<file path="src/rtl/sumu2_pkg.sv">
// rtl/sumu2_pkg.sv - shared constants and types for the seven-input voter
package sumu2_pkg;
   localparam int N_VOTERS = 7;
   localparam int COUNT_W  = 3;

   typedef logic [N_VOTERS-1:0] ballot_t;
   typedef logic [COUNT_W-1:0]  count_t;
endpackage

</file>
<file path="src/rtl/sumu2_popcount7.sv">
// rtl/sumu2_popcount7.sv - combinational population count of a seven-bit ballot vector
module popcount7
   import sumu2_pkg::*;
(
   input  ballot_t ballot_i,
   output count_t  count_o
);

   // Seven single-bit terms never exceed 7, so the 3-bit sum cannot wrap.
   always_comb begin
      count_o = '0;
      for (int i = 0; i < N_VOTERS; i++) begin
         count_o = count_o + count_t'(ballot_i[i]);
      end
   end

endmodule

</file>
<file path="src/rtl/sumu2_voter.sv">
// rtl/sumu2_voter.sv - registered seven-input majority voter with tally output
module sumu2_voter
   import sumu2_pkg::*;
#(
   parameter int THRESHOLD = 4
)
(
   input  logic               clk,
   input  logic               rst,
   input  logic               A1,
   input  logic               A2,
   input  logic               A3,
   input  logic               A4,
   input  logic               A5,
   input  logic               A6,
   input  logic               A7,
   output logic               OUT,
   output logic [COUNT_W-1:0] COUNT
);

   if (THRESHOLD < 1 || THRESHOLD > N_VOTERS) begin : g_bad_threshold
      $error("sumu2_voter: THRESHOLD must be within 1..7");
   end

   localparam count_t THR = count_t'(THRESHOLD);

   ballot_t ballot;
   count_t  pop;
   count_t  count_q, count_d;
   logic    out_q, out_d;

   assign ballot = {A7, A6, A5, A4, A3, A2, A1};

   popcount7 u_popcount7 (
      .ballot_i (ballot),
      .count_o  (pop)
   );

   always_comb begin
      count_d = pop;
      out_d   = (pop >= THR);
   end

   // Both outputs share one register stage so they can never disagree.
   always_ff @(posedge clk) begin
      if (rst) begin
         count_q <= '0;
         out_q   <= 1'b0;
      end else begin
         count_q <= count_d;
         out_q   <= out_d;
      end
   end

   assign COUNT = count_q;
   assign OUT   = out_q;

endmodule

</file>
<file path="config.mk">
export PLATFORM = sky130hd
export DESIGN_NAME = sumu2_voter
export DESIGN_NICKNAME = d
export VERILOG_FILES = /design/src/rtl/sumu2_pkg.sv /design/src/rtl/sumu2_popcount7.sv /design/src/rtl/sumu2_voter.sv
export SDC_FILE = /design/constraint.sdc
export NUM_CORES = 1
export LEC_CHECK = 0
export CELL_PAD_IN_SITES_DETAIL_PLACEMENT = 0
export CELL_PAD_IN_SITES_GLOBAL_PLACEMENT = 1
export CORE_AREA = 2 2 39 41
export DETAILED_ROUTE_END_ITERATION = 10
export DIE_AREA = 0 0 41 43
export GPL_TIMING_DRIVEN = 1
export PLACE_DENSITY_LB_ADDON = 0.1
export SLEW_MARGIN = 20
export SYNTH_ARGS = -nofsm -noshare
export SYNTH_HDL_FRONTEND = slang
export SYNTH_SLANG_ARGS = --single-unit
</file>
<file path="constraint.sdc">
create_clock -name clk -period 2.9 [get_ports clk]
set_clock_uncertainty 0.05 [all_clocks]
set_input_delay 0.87 -clock clk [delete_from_list [all_inputs] [get_ports clk]]
set_output_delay 0.87 -clock clk [all_outputs]
set_load 0.02 [all_outputs]
</file>
==> impl_metrics.yaml, run 1 <==
clocking:
  htreeDepth: 1
  clkSlewWorstSetupHoldPaths_ns: 0.03
  cts_sinks: 3
  cts_setup_buffers: 0
  root_buffer: "clkbuf_4"
  cts_inserted_buffers: 3
  tritoncts: "done"
  clock_path_buffers: 2
floorplanning:
  ioPinCount: 13
  die_y_um: 43
  dieArea_um2: 1760
  floorplan.initialDensity_pct: 16.0
  num_rows: 14
  core_area_um2: 1380
  die_x_um: 41
cells_and_area:
  layout.nets: 54
  largest_register_ffs: 3
  drive_gt1_share_pct: 28.9
  antenna_cells: 0
  syn_to_final_growth_pct: 83.1
placed_design:
  port_buffers: 12
  place_hpwl_um: 317
  gp_congestion: 0.615
sta:
  worstMarginPinSlew_ns: 0.217
  whs_ns: 1.15
  grt_setup_unrepaired: "true"
  relSlewSlack_pct: 85.5
  setup_viol: 0
  hold_viol: 0
  timing.final.crit_share_pct: 99.3
  slew_viol_final: 0
  fmax_mhz: 347
  fin_crit_ns: 2.88
  finalSetupTns_ns: 0
worst_hold_path:
  hold_class: "in -> reg"
  holdPathEnd: "COUNT[2]"
  worst_hold_startpoint: "A1"
  min_path_cells: 5
synthesis:
  synth_top_area_share_pct: 27.1
  syn_avg_cell_area_um2: 9.63
  synth_top_area_cell: "dfxtp_1"
  synthCells: 23
  synthesis.nets: 38
  netlist_area_um2: 221
  ys_seq_area_share_pct: 27.1
  ys_types: 8
  ys_warn_count: 0
  ys_seq_elements: 3
  synth.top_cells.by_area: "dfxtp_1 27%, fa_1 27%, ha_1 17%, inv_1 15%, xor2_1 4.0%"
drt:
  routed_wl_um: 348
  avgRoutedWirePerCell_um: 6.44
  drc: 0
  antenna_left: 0
  vias: 182
  drt_first_pass_iters: 2
  viasPerCell: 3.37
  drtIter0Drc: 2
job:
  cap_violations: 0
critical_path:
  cp-end-kind: "flop"
  required_ns: 2.97
  worstSetupPathType: "in -> reg"
  crit_fanout: 1
  critPathArrivalTime_ns: 2.95
  start_kind: "primary input"
power:
  vdd_drop_max_uv: 144
  leakage_nw: 0.192
  power_density_nw_per_um2: 534
global_route:
  antenna_found_initial: 0
  grt_usage_pct: 5.13
  grt_max_degree: 4
  grt_overflow_total: 0
  grt_pass1_vias: 177
  grt_pass1_wl_um: 579
run_status:
  status: "complete, no violations"
[routing by layer]
| metal | vias to the layer above | global-route usage (%) | share of wire (%) |
|---|---|---|---|
| met5 | - | 0 | 0 |
| met1 | 86 | 4.85 | 38 |
| met3 | 0 | 3.14 | 5.7 |
| li1 | 91 | - | - |
| met4 | 0 | 4.00 | 0 |
| met2 | 5 | 7.50 | 56 |
[area by class of cell]
type                    instances  area [um^2]
fillers                       157          978
multi-input cells              10          145
repair buffers                 12          120
flip-flops and latches          3         60.1
inverters                       9         33.8
clock buffers                   4         26.3
well taps                      16         20.0
[cell families after synthesis]
family	count (synthesis)	share of synthesized area (%)
buffers and inverters	10	18.6
AND/OR/NAND/NOR	3	6.22
flip-flops	3	27.1
adder cells (fa/ha/maj)	6	44.1
XOR/XNOR	1	3.96
[synth_stat cells (all sizes together)]
cell	number
buf	1
ha	3
fa	3
inv	9
dfxtp	3
nor2b	1
nor2	2
xor2	1
[cells in the final DEF, fill, tap and decap left out]
master,instances
dfxtp_1,3
fa_1,2
nor2b_1,1
inv_2,2
ha_2,1
inv_1,7
clkbuf_4,3
nor2_1,2
buf_6,2
clkbuf_1,1
xor2_2,1
ha_1,1
clkdlybuf4s50_1,8
dlygate4sd2_1,2
ha_4,1
fa_2,1
[power by group]
| group | internal (mW) | switching [mW] | leakage [nW] |
|---|---|---|---|
| Clock | 0.0514 | 0.0196 | 0.0150 |
| Sequential | 0.0508 | 0.00237 | 0.0250 |
| Combinational | 0.0496 | 0.0426 | 0.152 |
| Total | 0.152 | 0.0646 | 0.192 |
[how the worst max path moves through the flow]
| stage | from | end | slack [ns] |
|---|---|---|---|
| 2_1_floorplan | A2 | COUNT[2] | -0.06 |
| 3_3_place_gp | A1 | COUNT[2] | -0.63 |
| 3_5_place_dp | A2 | COUNT[2] | -0.63 |
| 4_1_cts | A1 | COUNT[1] | -0.12 |
| 5_1_grt | A1 | COUNT[2] | -0.06 |
| 6_report | A1 | COUNT[1] | 0.02 |
[metrics by stage]
| stage | setup WS [ns] | cell area (um^2) | util (%) | instances | total power [mW] |
|---|---|---|---|---|---|
| detailed placement | -0.633 | 369 | 26.7 | 50 | 0.145 |
| CTS | -0.122 | 398 | 28.8 | 54 | 0.221 |
| finish | 0.0191 | 405 | 29.3 | 54 | 0.216 |
| global placement | -0.633 | 369 | 26.7 | 50 | 0.146 |
| global route | -0.0565 | 405 | 29.3 | 54 | 0.238 |
| floorplan | -0.0631 | 236 | - | 23 | 0.106 |
[critical path: stages]
cell	delay, ns
buf_6	0.09
ha_4	0.25
inv_2	0.03
fa_1	0.49
fa_1	0.41
inv_1	0.07
ha_2	0.16
inv_2	0.03
fa_2	0.51
nor2_1	0.04
[what timing repair did]
action / 4_1_cts / 5_1_grt
setup endpoints to repair: 3 / 2
hold buffers: 0 / 0
endpoints found under the hold margin: 0 / 0
gates resized for setup: 13 / 1
cloned: 0 / 0
pin swaps: 6 / 5
Note: power is estimated with default switching activity, not from simulation.
==> run 2: changes to the inputs <==
SLEW_MARGIN = 25   (was 20)
==> results of run 2 <==
No change in the layout: final DEF, timing and power equal those of run 1.
